[src/rtl/gp_operand_stage_if.sv]
// Operand-stage handshake bundle: upstream A/B beat in, registered G/P/Cin beat out.
// The stage uses the slave modport; the producer/consumer side uses master.
interface gp_operand_stage_if #(
    parameter int WIDTH = 4,
    parameter int TAG_W = 8
) ();
    logic             flush;
    logic             in_valid;
    logic             in_ready;
    logic [WIDTH-1:0] in_a;
    logic [WIDTH-1:0] in_b;
    logic             in_sub;
    logic             in_cin;
    logic             out_valid;
    logic             out_ready;
    logic [WIDTH-1:0] out_g;
    logic [WIDTH-1:0] out_p;
    logic             out_cin;
    logic [TAG_W-1:0] out_tag;

    modport slave (
        input  flush, in_valid, in_a, in_b, in_sub, in_cin, out_ready,
        output in_ready, out_valid, out_g, out_p, out_cin, out_tag
    );

    modport master (
        output flush, in_valid, in_a, in_b, in_sub, in_cin, out_ready,
        input  in_ready, out_valid, out_g, out_p, out_cin, out_tag
    );
endinterface

[src/rtl/gp_operand_stage.sv]
// Registered generate/propagate front-end for the lookahead adder, with sequence tags.
// Define GP_STAGE_SKID_EN for a main+skid buffer with registered in_ready.

// One bit slice: B is conditionally inverted for subtract, then G/P formed bitwise.
module gp_operand_cell (
    input  logic a,
    input  logic b,
    input  logic sub,
    output logic g,
    output logic p
);
    logic b_eff;
    assign b_eff = b ^ sub;
    assign g     = a & b_eff;
    assign p     = a ^ b_eff;
endmodule

module gp_operand_stage #(
    parameter int WIDTH = 4,
    parameter int TAG_W = 8
) (
    input  logic            clk,
    input  logic            rst_n,
    gp_operand_stage_if.slave bus
);
    typedef struct packed {
        logic [WIDTH-1:0] g;
        logic [WIDTH-1:0] p;
        logic             cin;
        logic [TAG_W-1:0] tag;
    } beat_t;

    logic [WIDTH-1:0] nxt_g;
    logic [WIDTH-1:0] nxt_p;
    beat_t            nxt_beat;
    beat_t            main_q;
    logic             main_vld;
    logic [TAG_W-1:0] tag_q;
    logic             accept;

    for (genvar i = 0; i < WIDTH; i++) begin : g_cell
        gp_operand_cell u_cell (
            .a   (bus.in_a[i]),
            .b   (bus.in_b[i]),
            .sub (bus.in_sub),
            .g   (nxt_g[i]),
            .p   (nxt_p[i])
        );
    end

    always_comb begin
        nxt_beat     = '0;
        nxt_beat.g   = nxt_g;
        nxt_beat.p   = nxt_p;
        nxt_beat.cin = bus.in_sub ? 1'b1 : bus.in_cin;
        nxt_beat.tag = tag_q;
    end

    assign accept = bus.in_valid && bus.in_ready;

    // Flush leaves the counter alone so tags stay unique across a flush.
    always_ff @(posedge clk or negedge rst_n) begin
        if (!rst_n)
            tag_q <= '0;
        else if (accept)
            tag_q <= tag_q + 1'b1;
    end

`ifdef GP_STAGE_SKID_EN
    beat_t skid_q;
    logic  skid_vld;

    // in_ready depends only on state (and flush), so out_ready never reaches it.
    assign bus.in_ready = !skid_vld && !bus.flush;

    always_ff @(posedge clk or negedge rst_n) begin
        if (!rst_n) begin
            main_q   <= '0;
            main_vld <= 1'b0;
            skid_q   <= '0;
            skid_vld <= 1'b0;
        end else if (bus.flush) begin
            main_vld <= 1'b0;
            skid_vld <= 1'b0;
        end else if (!main_vld || bus.out_ready) begin
            // Main is free this cycle: the older skid beat always wins it.
            if (skid_vld) begin
                main_q   <= skid_q;
                main_vld <= 1'b1;
                skid_vld <= 1'b0;
            end else if (accept) begin
                main_q   <= nxt_beat;
                main_vld <= 1'b1;
            end else begin
                main_vld <= 1'b0;
            end
        end else if (accept) begin
            skid_q   <= nxt_beat;
            skid_vld <= 1'b1;
        end
    end
`else
    assign bus.in_ready = (!main_vld || bus.out_ready) && !bus.flush;

    always_ff @(posedge clk or negedge rst_n) begin
        if (!rst_n) begin
            main_q   <= '0;
            main_vld <= 1'b0;
        end else if (bus.flush) begin
            main_vld <= 1'b0;
        end else if (accept) begin
            main_q   <= nxt_beat;
            main_vld <= 1'b1;
        end else if (bus.out_ready) begin
            main_vld <= 1'b0;
        end
    end
`endif

    assign bus.out_valid = main_vld;
    assign bus.out_g     = main_q.g;
    assign bus.out_p     = main_q.p;
    assign bus.out_cin   = main_q.cin;
    assign bus.out_tag   = main_q.tag;
endmodule

[src/flat_wrapper.sv]
// flat-port wrapper written by rule: the top's interface ports become plain ports
module gp_operand_stage_flat 
#(
    parameter int WIDTH = 4,
    parameter int TAG_W = 8
)
  (clk, rst_n, bus_flush, bus_in_valid, bus_in_a, bus_in_b, bus_in_sub, bus_in_cin, bus_out_ready, bus_in_ready, bus_out_valid, bus_out_g, bus_out_p, bus_out_cin, bus_out_tag);
  gp_operand_stage_if #(.WIDTH(WIDTH), .TAG_W(TAG_W)) bus_i ();
  input  logic clk;
  input  logic rst_n;
  input wire logic [$bits(bus_i.flush)-1:0] bus_flush;
  input wire logic [$bits(bus_i.in_valid)-1:0] bus_in_valid;
  input wire logic [$bits(bus_i.in_a)-1:0] bus_in_a;
  input wire logic [$bits(bus_i.in_b)-1:0] bus_in_b;
  input wire logic [$bits(bus_i.in_sub)-1:0] bus_in_sub;
  input wire logic [$bits(bus_i.in_cin)-1:0] bus_in_cin;
  input wire logic [$bits(bus_i.out_ready)-1:0] bus_out_ready;
  output wire logic [$bits(bus_i.in_ready)-1:0] bus_in_ready;
  output wire logic [$bits(bus_i.out_valid)-1:0] bus_out_valid;
  output wire logic [$bits(bus_i.out_g)-1:0] bus_out_g;
  output wire logic [$bits(bus_i.out_p)-1:0] bus_out_p;
  output wire logic [$bits(bus_i.out_cin)-1:0] bus_out_cin;
  output wire logic [$bits(bus_i.out_tag)-1:0] bus_out_tag;
  assign bus_i.flush = bus_flush;
  assign bus_i.in_valid = bus_in_valid;
  assign bus_i.in_a = bus_in_a;
  assign bus_i.in_b = bus_in_b;
  assign bus_i.in_sub = bus_in_sub;
  assign bus_i.in_cin = bus_in_cin;
  assign bus_i.out_ready = bus_out_ready;
  assign bus_in_ready = bus_i.in_ready;
  assign bus_out_valid = bus_i.out_valid;
  assign bus_out_g = bus_i.out_g;
  assign bus_out_p = bus_i.out_p;
  assign bus_out_cin = bus_i.out_cin;
  assign bus_out_tag = bus_i.out_tag;
  gp_operand_stage #(.WIDTH(WIDTH), .TAG_W(TAG_W)) u_core (.clk(clk), .rst_n(rst_n), .bus(bus_i));
endmodule
[config.mk]
export PLATFORM = sky130hd
export DESIGN_NAME = gp_operand_stage_flat
export DESIGN_NICKNAME = d
export VERILOG_FILES = /design/src/rtl/gp_operand_stage_if.sv /design/src/rtl/gp_operand_stage.sv /design/src/flat_wrapper.sv
export SDC_FILE = /design/constraint.sdc
export NUM_CORES = 1
export LEC_CHECK = 0
export BUFFER_PORTS_ARGS = -buffer_cell sky130_fd_sc_hd__buf_2
export CAP_MARGIN = 20
export CELL_PAD_IN_SITES_DETAIL_PLACEMENT = 1
export CELL_PAD_IN_SITES_GLOBAL_PLACEMENT = 1
export CORE_ASPECT_RATIO = 1.1
export CORE_UTILIZATION = 41
export CTS_CLUSTER_SIZE = 14
export DETAILED_ROUTE_END_ITERATION = 7
export PLACE_DENSITY = 0.84
export SLEW_MARGIN = 20
export SYNTH_ARGS = -nofsm -noshare
export SYNTH_HDL_FRONTEND = slang
export SYNTH_SLANG_ARGS = --single-unit
[constraint.sdc]
create_clock -name clk -period 3.1 [get_ports clk]
set_input_delay 0.31 -clock clk [delete_from_list [all_inputs] [get_ports clk]]
set_output_delay 0.31 -clock clk [all_outputs]
set_load 0.02 [all_outputs]
== Word-level counts from Yosys, hierarchy flattened ==
Cells that the tools add are included.
Widths: inputs -> output; s select.

* Add/sub/neg operators: 1
* Multiply operators: 0
* Divide/modulo/power cells: 0
* Magnitude comparators: 0
* Equality and inequality tests: 0
* Shift operators: 0
* Mux-type cells: 4
* Bitwise gates (word level): 13
* Reductions and logical operators: 7

{| class="wikitable"
|+ Operators by type and width
! kind !! number
|-
| $add 8x1->8 const B || 1
|-
| $xor 1x1->1 || 8
|-
| $and 1x1->1 || 4
|-
| $mux 1 || 4
|-
| $reduce_bool 3->1 || 1
|-
| $logic_and 1x1->1 || 2
|-
| $logic_not 1->1 || 2
|-
| $reduce_and 2->1 || 1
|-
| $logic_or 1x1->1 || 1
|-
| $not 1->1 || 1
|}

* Flip-flop bits (word level): 26
* Latch bits: 0
* Memory bits (writable): 0
* Bits in read-only memories: 0
* Memories: 0

== Logic depth before layout (Yosys ltp) ==
Gate-level depths: netlist of run 1.

* Depth after elaboration: 6
* Gate-level depth with buffers: 6

== Cells and area by module ==
Synthesis of run 1 repeated with hierarchy kept, for this count alone.

* Cells, all modules: 118
* Area total of the unflattened synthesis: 1,179.9 um^2

{| class="wikitable"
|+ By module, submodules not included
! module !! times used !! cells each !! area each (um^2) !! sequential area each (um^2)
|-
| gp_operand_stage || 1 || 110 || 1,094.8 || 650.6
|-
| gp_operand_cell || 4 || 2 || 21.3 || 0.0
|}

== Least setup slack after synthesis of run 1 ==
Ideal clock, no wire load.

* Path type: register -> register
* Start: reg u_core.main_vld, in the netlist u_core.bus.out_valid
* End: reg u_core.tag_q[2]
* Setup time: 125 ps
* Arrival: 1,091 ps
* Slack: 1,884 ps
* Stages on the path, launching flop included: 7
* Buffers on the path: 2
* Period minus slack after synthesis: 1,216 ps
* Cell sequence: dfrtp_1 nand2b_1 and2_4 buf_6 buf_12 nand2_4 xnor2_2

* Word-level cells in the longest chain between the ends: 4

{| class="wikitable"
|+ RTL lines
! element !! line !! source
|-
| start, declared || gp_operand_stage.sv:37 || <nowiki>logic main_vld;</nowiki>
|-
| start signal, assigned || gp_operand_stage.sv:108 || <nowiki>main_vld <= 1'b0;</nowiki>
|-
| start signal, assigned || gp_operand_stage.sv:110 || <nowiki>main_vld <= 1'b0;</nowiki>
|-
| start signal, assigned || gp_operand_stage.sv:113 || <nowiki>main_vld <= 1'b1;</nowiki>
|-
| $logic_not 1->1 || gp_operand_stage.sv:103 || <nowiki>assign bus.in_ready = (!main_vld || bus.out_ready) && !bus.flush;</nowiki>
|-
| $logic_or 1x1->1 || gp_operand_stage.sv:103 ||
|-
| $logic_and 1x1->1 || gp_operand_stage.sv:103 ||
|-
| $logic_and 1x1->1 || gp_operand_stage.sv:59 || <nowiki>assign accept = bus.in_valid && bus.in_ready;</nowiki>
|-
| end signal, assigned || gp_operand_stage.sv:66 || <nowiki>tag_q <= tag_q + 1'b1;</nowiki>
|-
| end, declared || gp_operand_stage.sv:38 || <nowiki>logic [TAG_W-1:0] tag_q;</nowiki>
|}

No other way between the ends.
A chain may end at the register's enable or synchronous reset.

== Final worst setup path of run 1 ==
* Start: reg u_core.main_vld, in the netlist u_core.bus.out_valid
* End: out bus_in_ready

* Word-level cells in the longest chain between the ends: 3

{| class="wikitable"
|+ RTL lines
! element !! line !! source
|-
| $logic_not 1->1 || gp_operand_stage.sv:103 ||
|-
| $logic_or 1x1->1 || gp_operand_stage.sv:103 ||
|-
| $logic_and 1x1->1 || gp_operand_stage.sv:103 ||
|-
| end, declared || flat_wrapper.sv:18 || <nowiki>output wire logic [$bits(bus_i.in_ready)-1:0] bus_in_ready;</nowiki>
|}

No other way between the ends.

==> reports/qor.csv, run 1 <==
stage;metric;value;unit
setup_path;worst-path fanout max;3;
timing;Achievable Freq;0.692;GHz
finish;Fillers;341;
global_route;gr usage total;18.0;%
finish;area of the multi-input gates;484;sq um
route;1st-pass router iterations;4;
setup_path;WP data required;2790;ps
route;WL/cell;13.7;um
clock_network;Max clock buf depth;2;
timing;Worst Skew;1.19;ps
timing;Final Cycle Share;46.6;%
finish;layout cells sized above 1;28.5;%
yosys;adder-cell area share of the yosys netlist;5.29;%
yosys;compound-gate portion of the synthesized area;0.423;%
yosys;Syn Nets;138;
route;final wirelength;2520;um
route;DRC;0;
clock_network;CTS tree;done;
yosys;largest family of logic cells by synthesized area;simple AND/OR/NAND/NOR gates;
clock_network;Root Buffer;clkbuf_4;
timing;Setup violations, final;0;
floorplanning;core area;2750;sq um
yosys;Seq/Total Area, Yosys;55.0;%
job;max cap viols;0;
placed_design;IO Port Bufs;33;
floorplanning;I/O pins;34;
yosys;Synth Warn #;0;
global_route;global route total overflow;0;
finish;most frequent cells in the layout;53 x nand2_1, 33 x buf_2, 26 x dfrtp_1, 6 x xnor2_1, 5 x ha_1;
timing;final critical-path required period;1440;ps
yosys;Post-Syn Area;1180;sq um
power_and_ir_drop;Leak Pwr;0.795;nW
finish;nets;172;
worst_hold_path;HP Class;input port to register;
floorplanning;die area;3100;sq um
finish;diode count;0;
setup_path;Startpoint Class;register;
clock_network;clk sink count;26;
yosys;post-synthesis xor/xnor area fraction;8.78;%
finish;commonest non-fill, non-tap cell in the layout;nand2_1;
timing;Final Hold Fails;0;
setup_path;Arrival @ worst endpoint;1130;ps
yosys;number of synthesized register bits;26;
placed_design;RePlAce Congestion;0.773;
route;drt initial violations;14;
floorplanning;Horiz. Die Dim;53.2;um
timing;Fin Setup TNS;0;ps
finish;Register Area;651;sq um
clock_network;Clock Pin Slew Worst Setup and Hold Paths;140;ps
floorplanning;Die Ht;58.3;um
run_status;outcome;finished clean;
global_route;vias in the first global route;934;
timing;Max Slew Vio Count;0;
yosys;post-synthesis mux area share;0;%
floorplanning;starting density of the core;43.0;%
timing;Tightest Pin Transition;573;ps
clock_network;Clk Latency, worst-skew pair;320;ps
global_route;first-pass GRT wire length;4020;um
yosys;synthesized area per cell;10.0;sq um
yosys;Post-Synth Simple-Gate Area;26.5;%
finish;area grow syn2layout;17.4;%
placed_design;hpwl dp;1780;um
yosys;Netlist cell types;21;
route;routed vias;907;
setup_path;Crit Path Class;register to output port;
setup_path;Setup crit end kind;output port;
route;Post-DRT Antenna Nets;0;
yosys;Post-Synthesis Cells;118;
floorplanning;row cnt;20;
timing;hold slack;178;ps
clock_network;cts bufs inserted;3;
timing;Rel. slew slack;61.8;%
global_route;initial antenna violation count;0;
route;DR vias/cell;4.93;
power_and_ir_drop;Max VDD drop;330;uV
power_and_ir_drop;Power Density;658;nW/um^2
clock_network;CTS H-tree lvls;1;
timing;unrepaired setup endpoints after global routing;false;
clock_network;post-CTS setup buffer count;0;
placed_design;placed instance count;179;
finish;fin cells;184;
global_route;pin count of the biggest net entering global routing;27;
==> path summary, 6_finish.rpt <==
check | startpoint | slack (ps) | to | cells past startpoint
max | u_core.bus.out_valid | 1660 | bus_in_ready | 3
min | bus_flush | 180 | u_core.bus.out_valid | 2
max reg2reg | u_core.bus.out_valid | 1820 | u_core.tag_q[5] | 4
min reg2reg | u_core.tag_q[7] | 480 | u_core.tag_q[7] | 1
max in group asynchronous | rst_n | 2230 | u_core.tag_q[5] | 2
min in group asynchronous | rst_n | 500 | u_core.bus.out_g[0] | 2
==> synthesized netlist by cell type, drive strengths merged <==
| cell type | number | area share [%] |
|---|---|---|
| dfrtp | 26 | 55 |
| nor2b | 2 | 1.7 |
| and2 | 1 | 0.74 |
| clkbuf | 1 | 0.32 |
| nand2 | 56 | 19 |
| ha | 5 | 5.3 |
| xnor2 | 7 | 5.8 |
| and3 | 3 | 1.6 |
| nor2 | 3 | 0.95 |
| buf | 4 | 3.7 |
| xor2 | 4 | 3.0 |
| nand4 | 4 | 2.1 |
| o21ai | 1 | 0.42 |
| nand2b | 1 | 0.53 |
==> critical path: stages (launching register included) <==
cell and delay, ps:
dfrtp_1 420, nor2b_1 150, nor2_1 80, buf_2 160
==> layout make-up <==
class	instances	share of cell area (%)
sequential	26	46.9
multi-input combinational	87	34.9
timing repair buffer	34	12.6
tap	33	2.98
clock buffer	4	2.61
==> power breakdown <==
part / switching [mW] / leakage (nW) / internal, mW
Combinational: 0.153 / 0.437 / 0.0997
Clock: 0.103 / 0.0210 / 0.0719
Sequential: 0.0720 / 0.337 / 0.413
Total: 0.329 / 0.795 / 0.585
==> registers in the layout, indices dropped and copies added, names as in the netlist <==
signal and flops:
u_core.bus.out_tag 8, u_core.tag_q 8, u_core.bus.out_g 4, u_core.bus.out_p 4
u_core.bus.out_cin 1, u_core.bus.out_valid 1
==> kinds of logic after synthesis <==
group           after synthesis
buf+inv                       5
flops                        26
compound gates                1
simple gates                 70
xor+xnor                     11
fa+ha+maj                     5
==> layer usage <==
layer | share of wire (%) | routed length [um] | GRT usage, %
met4 | 1.1 | 28 | 6.77
met1 | 41 | 1040 | 20.1
met5 | 0 | 0 | 0
met3 | 4.6 | 116 | 2.33
met2 | 53 | 1340 | 33.8
==> timing repair <==
item / in CTS / in global routing
hold buffers: 1 / 0
gates resized for setup: 0 / 0
endpoints found under the hold margin: 26 / 0
==> metrics by stage <==
stage | power (mW) | worst slack [ps] | instance area (sq um) | util (%)
global placement | 0.728 | 1830 | 1340 | 48.7
global route | 0.965 | 1610 | 1390 | 50.4
detailed placement | 0.746 | 1770 | 1340 | 48.7
floorplan | 0.647 | 1880 | 1180 | -
finish | 0.913 | 1660 | 1390 | 50.4
CTS | 0.925 | 1640 | 1390 | 50.4
(Power assumes the default switching activity.)
==> run 2, diff against run 1 <==
--- a/config.mk
+++ b/config.mk
@@ -10,10 +10,10 @@
 export CELL_PAD_IN_SITES_DETAIL_PLACEMENT = 1
 export CELL_PAD_IN_SITES_GLOBAL_PLACEMENT = 1
 export CORE_ASPECT_RATIO = 1.1
-export CORE_UTILIZATION = 41
+export CORE_UTILIZATION = 38
 export CTS_CLUSTER_SIZE = 14
 export DETAILED_ROUTE_END_ITERATION = 7
-export PLACE_DENSITY = 0.84
+export PLACE_DENSITY = 0.79
 export SLEW_MARGIN = 20
 export SYNTH_ARGS = -nofsm -noshare
 export SYNTH_HDL_FRONTEND = slang
==> constraint.sdc (replaced) <==
create_clock -name clk -period 1.44 [get_ports clk]
set_input_delay 0.144 -clock clk [delete_from_list [all_inputs] [get_ports clk]]
set_output_delay 0.144 -clock clk [all_outputs]
set_load 0.02 [all_outputs]
==> reports/qor.csv, run 2 (synthesis results as in run 1) <==
stage;metric;value;unit;change
finish;diode count;0;;unchanged
finish;area of the multi-input gates;484;sq um;unchanged
floorplanning;I/O pins;34;;unchanged
floorplanning;row cnt;20;;unchanged
setup_path;WP data required;1300;ps;-1490 ps
power_and_ir_drop;Leak Pwr;0.795;nW;unchanged
finish;most frequent cells in the layout;53 x nand2_1, 33 x buf_2, 26 x dfrtp_1, 6 x xnor2_1, 5 x ha_1;;
placed_design;RePlAce Congestion;0.659;;-15%
finish;commonest non-fill, non-tap cell in the layout;nand2_1;;
power_and_ir_drop;clock share of power;19.1;%;about the same
route;WL/cell;13.7;um;-0.24%
worst_hold_path;HP Class;input port to register;;
placed_design;hpwl dp;1860;um;+4.2%
route;Post-DRT Antenna Nets;0;;unchanged
finish;nets;172;;unchanged
timing;Worst Skew;5.18;ps;+3.98 ps
route;DR vias/cell;4.94;;+0.22%
timing;unrepaired setup endpoints after global routing;false;;
floorplanning;core area;2850;sq um;+3.6%
route;final wirelength;2510;um;-0.24%
clock_network;Clk Latency, worst-skew pair;320;ps;about the same
floorplanning;Horiz. Die Dim;55.2;um;+3.7%
setup_path;Crit Path Class;register to output port;;
timing;Max Slew Vio Count;0;;unchanged
route;drt initial violations;12;;-2
route;1st-pass router iterations;4;;unchanged
global_route;vias in the first global route;908;;-2.8%
clock_network;Clock Pin Slew Worst Setup and Hold Paths;140;ps;about the same
setup_path;worst-path fanout max;3;;unchanged
global_route;pin count of the biggest net entering global routing;27;;unchanged
finish;layout cells sized above 1;28.5;%;unchanged
timing;Rel. slew slack;60.1;%;-1.7 points
global_route;gr usage total;17.0;%;-1.1 points
timing;Final Hold Fails;0;;unchanged
clock_network;Root Buffer;clkbuf_4;;
clock_network;CTS tree;done;;
clock_network;Max clock buf depth;2;;unchanged
timing;Achievable Freq;0.769;GHz;
finish;Register Area;651;sq um;unchanged
setup_path;Setup crit end kind;output port;;
clock_network;post-CTS setup buffer count;0;;unchanged
clock_network;CTS H-tree lvls;1;;unchanged
power_and_ir_drop;Max VDD drop;529;uV;+60%
power_and_ir_drop;internal power;1.26;mW;+120%
global_route;global route total overflow;0;;unchanged
timing;Tightest Pin Transition;598;ps;+24.9 ps
finish;area grow syn2layout;17.4;%;unchanged
timing;Setup violations, final;0;;unchanged
run_status;outcome;finished clean;;
setup_path;Startpoint Class;register;;
route;routed vias;909;;+0.22%
power_and_ir_drop;share of power burned in combinational logic;28.1;%;+0.4 points
route;DRC;0;;unchanged
job;max cap viols;0;;unchanged
timing;Final Cycle Share;90.3;%;
setup_path;Arrival @ worst endpoint;1160;ps;+30 ps
clock_network;clk sink count;26;;unchanged
placed_design;IO Port Bufs;33;;unchanged
power_and_ir_drop;Sw Share;35.6;%;-0.33 points
clock_network;Post-CTS Resized;0;;unchanged
floorplanning;starting density of the core;41.4;%;-1.5 points
timing;final critical-path required period;1300;ps;
finish;Fillers;349;;+2.3%
power_and_ir_drop;Sw Pwr;0.699;mW;+110%
power_and_ir_drop;Sequential Power Share;52.8;%;-0.3 points
timing;Fin Setup TNS;0;ps;unchanged
timing;hold slack;15.1;ps;-163 ps
global_route;initial antenna violation count;0;;unchanged
floorplanning;Die Ht;60.5;um;+3.7%
floorplanning;die area;3340;sq um;+7.6%
global_route;first-pass GRT wire length;4020;um;unchanged
power_and_ir_drop;Power Density;1410;nW/um^2;+110%
clock_network;cts bufs inserted;3;;unchanged
-- run 2: cell counts in the layout (fill, tap and decap cells not counted) --
Identical to the previous run, type by type.
-- run 2: through the flow --
| stage | std cells | setup WS [ps] | power, mW | util (%) | cell area (sq um) |
|---|---|---|---|---|---|
| global route | 184 | 61.4 | 2.09 | 48.6 | 1390 |
| floorplan | 118 | 224 | 1.39 | - | 1180 |
| global placement | 179 | 268 | 1.57 | 47.0 | 1340 |
| detailed placement | 179 | 175 | 1.61 | 47.0 | 1340 |
| CTS | 184 | 112 | 1.99 | 48.6 | 1390 |
| finish | 184 | 140 | 1.96 | 48.6 | 1390 |
-- run 2: critical path, cell delays in order, from the launching register on --
cell	delay, ps
dfrtp_1	420
nor2b_1	150
nor2_1	100
buf_2	170
-- run 2: path summary, 6_finish.rpt --
check	cells past startpoint	slack, ps	start	endpoint
worst min register to register	2	480	u_core.bus.out_cin	u_core.bus.out_cin
worst min-delay path	2	20	bus_flush	u_core.bus.out_valid
min in group asynchronous	2	340	rst_n	u_core.bus.out_g[1]
worst max-delay path	3	140	u_core.bus.out_valid	bus_in_ready
max in group asynchronous	2	710	rst_n	u_core.tag_q[2]
worst max register to register	4	180	u_core.bus.out_valid	u_core.tag_q[7]
-- run 2: what timing repair did --
| action | CTS | global route |
|---|---|---|
| hold buffers | 1 | 0 |
| endpoints found under the setup margin | 0 | 0 |
| endpoints found under the hold margin | 26 | 0 |
-- run 2: layer usage --
layer | track usage (%) | vias to the layer above | share of wire, %
met4 | 5.36 | 0 | 0.60
li1 | - | 434 | -
met5 | 0 | - | 0
met2 | 29.6 | 27 | 51
met3 | 2.26 | 2 | 5.6
met1 | 21.4 | 446 | 43
-- run 2: power groups by stage --
| stage | clock network [mW] | registers (mW) | logic, mW |
|---|---|---|---|
| floorplan | 0 | 1.15 | 0.247 |
| global placement | 0 | 1.04 | 0.525 |
| detailed placement | 0 | 1.05 | 0.560 |
| CTS | 0.392 | 1.04 | 0.565 |
| global route | 0.411 | 1.06 | 0.621 |
| finish | 0.375 | 1.04 | 0.550 |
-- run 2: final cells by class --
cell class | instances | share of cell area [%]
Timing Repair Buffer | 34 | 12.6
Multi-Input combinational cell | 87 | 34.9
Tap cell | 33 | 2.98
Sequential cell | 26 | 46.9
Clock buffer | 4 | 2.61
